--- config.mk ---
export PLATFORM = sky130hd
export DESIGN_NAME = sync_fifo_level
export DESIGN_NICKNAME = d
export VERILOG_FILES = /design/src/rtl/sync_fifo_level.sv
export SDC_FILE = /design/constraint.sdc
export NUM_CORES = 2
export LEC_CHECK = 0
export CELL_PAD_IN_SITES_DETAIL_PLACEMENT = 2
export CELL_PAD_IN_SITES_GLOBAL_PLACEMENT = 2
export CORE_MARGIN = 1.5
export CORE_UTILIZATION = 46
export CTS_CLUSTER_SIZE = 25
export DETAILED_ROUTE_END_ITERATION = 6
export PLACE_DENSITY_LB_ADDON = 0.3
export SKIP_CTS_REPAIR_TIMING = 1
export SYNTH_ARGS = -nofsm -noshare
export SYNTH_HDL_FRONTEND = slang
export SYNTH_SLANG_ARGS = --single-unit
--- constraint.sdc ---
create_clock -name clk -period 4.5 [get_ports clk]
set_clock_uncertainty 0.2 [all_clocks]
set_input_delay 0.45 -clock clk [delete_from_list [all_inputs] [get_ports clk]]
set_output_delay 0.45 -clock clk [all_outputs]
set_load 0.02 [all_outputs]
--- src/rtl/sync_fifo_level.sv ---
// Single-clock FIFO with wrap-bit pointers, a level output, threshold flags,
// and sticky overflow/underflow error bits. Read data is registered (1-cycle latency).
module sync_fifo_level #(
    parameter int WIDTH     = 8,
    parameter int ADDR_W    = 8,
    parameter int AFULL_TH  = (1 << ADDR_W) - 4,
    parameter int AEMPTY_TH = 4
) (
    input  logic              clk,
    input  logic              rst,
    input  logic              w_en,
    input  logic [WIDTH-1:0]  data_in,
    input  logic              r_en,
    output logic [WIDTH-1:0]  data_out,
    output logic              full_flag,
    output logic              empty_flag,
    output logic [ADDR_W:0]   level,
    output logic              almost_full,
    output logic              almost_empty,
    output logic              overflow,
    output logic              underflow
);

    localparam int DEPTH = 1 << ADDR_W;
    localparam logic [ADDR_W:0] DEPTH_L  = DEPTH[ADDR_W:0];
    localparam logic [ADDR_W:0] AFULL_L  = AFULL_TH[ADDR_W:0];
    localparam logic [ADDR_W:0] AEMPTY_L = AEMPTY_TH[ADDR_W:0];

    logic [WIDTH-1:0]  r_mem [DEPTH];
    logic [ADDR_W:0]   r_wptr;
    logic [ADDR_W:0]   r_rptr;
    logic [WIDTH-1:0]  r_data_out;
    logic              r_overflow;
    logic              r_underflow;

    logic [ADDR_W:0]   w_level;
    logic              w_full;
    logic              w_empty;
    logic              w_wr_accept;
    logic              w_rd_accept;

    // The MSB wrap bit makes the modular difference span 0..DEPTH unambiguously.
    assign w_level     = r_wptr - r_rptr;
    assign w_full      = (w_level == DEPTH_L);
    assign w_empty     = (w_level == '0);
    assign w_wr_accept = w_en && !w_full;
    assign w_rd_accept = r_en && !w_empty;

    // Storage has no reset so it maps onto block RAM.
    always_ff @(posedge clk) begin
        if (w_wr_accept && !rst) begin
            r_mem[r_wptr[ADDR_W-1:0]] <= data_in;
        end
    end

    always_ff @(posedge clk) begin
        if (rst) begin
            r_wptr      <= '0;
            r_rptr      <= '0;
            r_data_out  <= '0;
            r_overflow  <= 1'b0;
            r_underflow <= 1'b0;
        end else begin
            if (w_wr_accept) begin
                r_wptr <= r_wptr + 1'b1;
            end
            if (w_rd_accept) begin
                r_data_out <= r_mem[r_rptr[ADDR_W-1:0]];
                r_rptr     <= r_rptr + 1'b1;
            end
            if (w_en && w_full) begin
                r_overflow <= 1'b1;
            end
            if (r_en && w_empty) begin
                r_underflow <= 1'b1;
            end
        end
    end

    assign data_out     = r_data_out;
    assign level        = w_level;
    assign full_flag    = w_full;
    assign empty_flag   = w_empty;
    assign almost_full  = (w_level >= AFULL_L);
    assign almost_empty = (w_level <= AEMPTY_L);
    assign overflow     = r_overflow;
    assign underflow    = r_underflow;

endmodule
==> flow_summary.ini <==
[outcome]
outcome = finished, violations left
violations = capacitance limit, slew limit

[power]
pwr-share-seq_pct = 47.5
combPwrFrac_pct = 11.0
ir_drop_uv = 548.3
powerDensity_nw_per_um2 = 483.2
power_leakage_nw = 27.88
power_switching_mw = 11.27
switching_share_pct = 25.16
internal-power_mw = 33.53
pwr-share-clk_pct = 41.5

[floorplanning]
initial_utilization_pct = 46.29
die_w_um = 423.7
dieArea_sq_um = 179500
core_sq_um = 175900
placementRows = 154
fp.dieH_um = 423.7
io_pins = 35

[yosys]
synth_area_sq_um = 81430
yosysSeqAreaShare_pct = 76.22
synth.avg_cell_area_sq_um = 21.36
ys_warn_count = 0
synth-seq-cells = 2076
ys_types = 78
syn_nets = 3839
synth_top_flop_cell = edfxtp_1
synthCells = 3812
synthArstFlopShare_pct = 0
synth-edff-count = 2048

[min_path]
hp-class = in2reg
hold_depth = 1
min_from = data_in[2]
hold_end = r_mem[86][2]

[timing]
fmax_ghz = 0.2235
period_share_pct = 99.43
period_needed_ps = 4475
hold_ws_ps = 49.99
setup_viol = 0
setup_tns_ps = 0
final_max_slew_viol_count = 5
rsz0062_at_grt = true
worstMarginPinSlew_ps = 1532
final_hold_viol_count = 0
slew_headroom_pct = -2.479

[placed_design]
place_congestion = 0.8638
dp.cells = 6101
hpwlAfterDp_um = 175800
io_buffers = 34

[detailed_routing]
wl_per_cell_um = 47.22
drc_errors = 0
vias = 44977
postRouteAntennaNets = 0
viasPerCell = 6.916
wl_um = 307100
drt_first_pass_iters = 5
first_iter_violations = 6692

[clock_tree]
cts_sinks = 2076
cts_tree = yes
cts_htree_levels = 4
clkTransAtPathRegs_ps = 70
cts_root_buf = clkbuf_16
clk_path_buf_depth = 3
cts_inserted_buffers = 213
worst_skew_pair.late_latency_ps = 890

[cells_and_area]
fin_nets = 4007
final_util_pct = 52.70
layout_common_cells = 2048 x edfxtp_1, 537 x mux4_2, 218 x clkbuf_16
instances_no_fill = 6503
layout_commonest_cell = edfxtp_1
area_delta_synth_final_pct = 13.85
drive_gt1_share_pct = 31.70

[setup_path]
worstRegToRegCells = 12
r2r-end = r_mem[65][1]
critical_path_class = reg2reg
required_ps = 4790
crit_path_end_kind = flop
critPathLaunchType = flop
cp.arrival_ps = 4770
r2r_start = r_wptr[0]
cp_max_fo = 16
ff2ff_setup_slack_ps = 30

[global_route]
grt.total_usage_pct = 34.24
grt_pass1_wl_um = 417900
gr-total-overflow = 0
antenna_found_initial = 10
grt_max_degree = 128
grt_pass1_vias = 46852

[run]
maxCapViolations = 1
[how the worst max path moves through the flow]
stage	from	endpoint	slack [ps]	cells after the start
after floorplan	r_rptr[3]	r_mem[104][0]	80	16
after global placement	r_wptr[0]	r_mem[153][2]	20	12
after detailed placement	r_wptr[0]	r_mem[154][0]	-710	12
after CTS	r_wptr[0]	r_mem[154][0]	-890	12
after global routing	r_wptr[0]	r_mem[65][1]	-30	12
final	r_wptr[0]	r_mem[65][1]	30	12
[per-layer routing]
metal | vias up | wire (um) | track usage, %
met2 | 3366 | 145900 | 54.15
met3 | 812 | 29020 | 6.914
met4 | 6 | 18320 | 17.71
met1 | 24458 | 113800 | 45.25
met5 | - | 51 | 0
li1 | 16335 | - | -
[through the flow]
stage / power, mW / instance area [sq um] / setup slack (ps)
finish: 44.79 / 92700 / 25.44
detailed placement: 26.44 / 84810 / -713.2
global placement: 26.22 / 84810 / 23.82
CTS: 44.82 / 91780 / -889.3
global route: 45.53 / 92700 / -33.19
floorplan: 24.64 / 81430 / 80.05
[sequential cells by signal, indices dropped and copies added (netlist names)]
name	count
data_out	8
overflow	1
r_mem	2048
r_rptr	9
r_wptr	9
underflow	1
[layout make-up]
| type | count | area [sq um] |
|---|---|---|
| clock inverter | 123 | 1202 |
| timing repair buffer | 182 | 1834 |
| fill | 14770 | 83220 |
| antenna | 2 | 5.005 |
| inverter | 20 | 80.08 |
| tap | 2340 | 2928 |
| clock buffer | 273 | 5762 |
| multi-input combinational | 1487 | 18810 |
| sequential | 2076 | 62080 |
[logic make-up after synthesis]
group / after synthesis / synth area share (%)
adder cells (fa/ha/maj): 15 / 0.2397
XOR/XNOR: 3 / 0.03227
AO/OA/AOI/OAI: 307 / 2.758
multiplexers: 626 / 15.97
flip-flops: 2076 / 76.22
buffers and inverters: 249 / 1.818
AND/OR/NAND/NOR: 536 / 2.963
[critical path, cell delays in order, from the launching register on]
cell and delay, ps:
dfxtp_4 380, inv_2 100, ha_1 190, inv_1 90, fa_2 410, a21oi_2 260
o211ai_1 160, a211oi_2 400, or3_1 240, o41a_4 360, buf_12 240, nand3_4 310
nor2_2 710
[power by group through the flow]
stage          sequential (mW)  clock, mW  combinational [mW]
2_1_floorplan             21.7          0                2.94
3_3_place_gp              21.7          0                4.52
3_5_place_dp              21.7          0                4.73
4_1_cts                   21.3       18.7                4.84
5_1_grt                   21.3       19.2                5.05
6_report                  21.3       18.6                4.91
[synthesized netlist by cell type (14+ instances only)]
| master | count | area, sq um |
|---|---|---|
| mux2i_1 | 71 | 710.7 |
| ha_1 | 14 | 175.2 |
| o22ai_1 | 24 | 150.1 |
| buf_6 | 38 | 427.9 |
| mux2_2 | 17 | 191.4 |
| dfxtp_1 | 28 | 560.5 |
| nor3_1 | 22 | 110.1 |
| a211oi_1 | 18 | 135.1 |
| nand3_1 | 15 | 75.07 |
| mux4_2 | 537 | 12090 |
| o21ai_0 | 30 | 150.1 |
| a221oi_1 | 25 | 219.0 |
| a21oi_1 | 54 | 270.3 |
| buf_2 | 56 | 280.3 |
| edfxtp_1 | 2048 | 61500 |
| nand2_1 | 96 | 360.4 |
| nor2_1 | 306 | 1149 |
| clkbuf_1 | 82 | 307.8 |
| buf_4 | 36 | 270.3 |
| a22oi_1 | 53 | 397.9 |
| inv_1 | 17 | 63.81 |
| nor2b_1 | 29 | 181.4 |
Power figures use the tool's default switching activity.
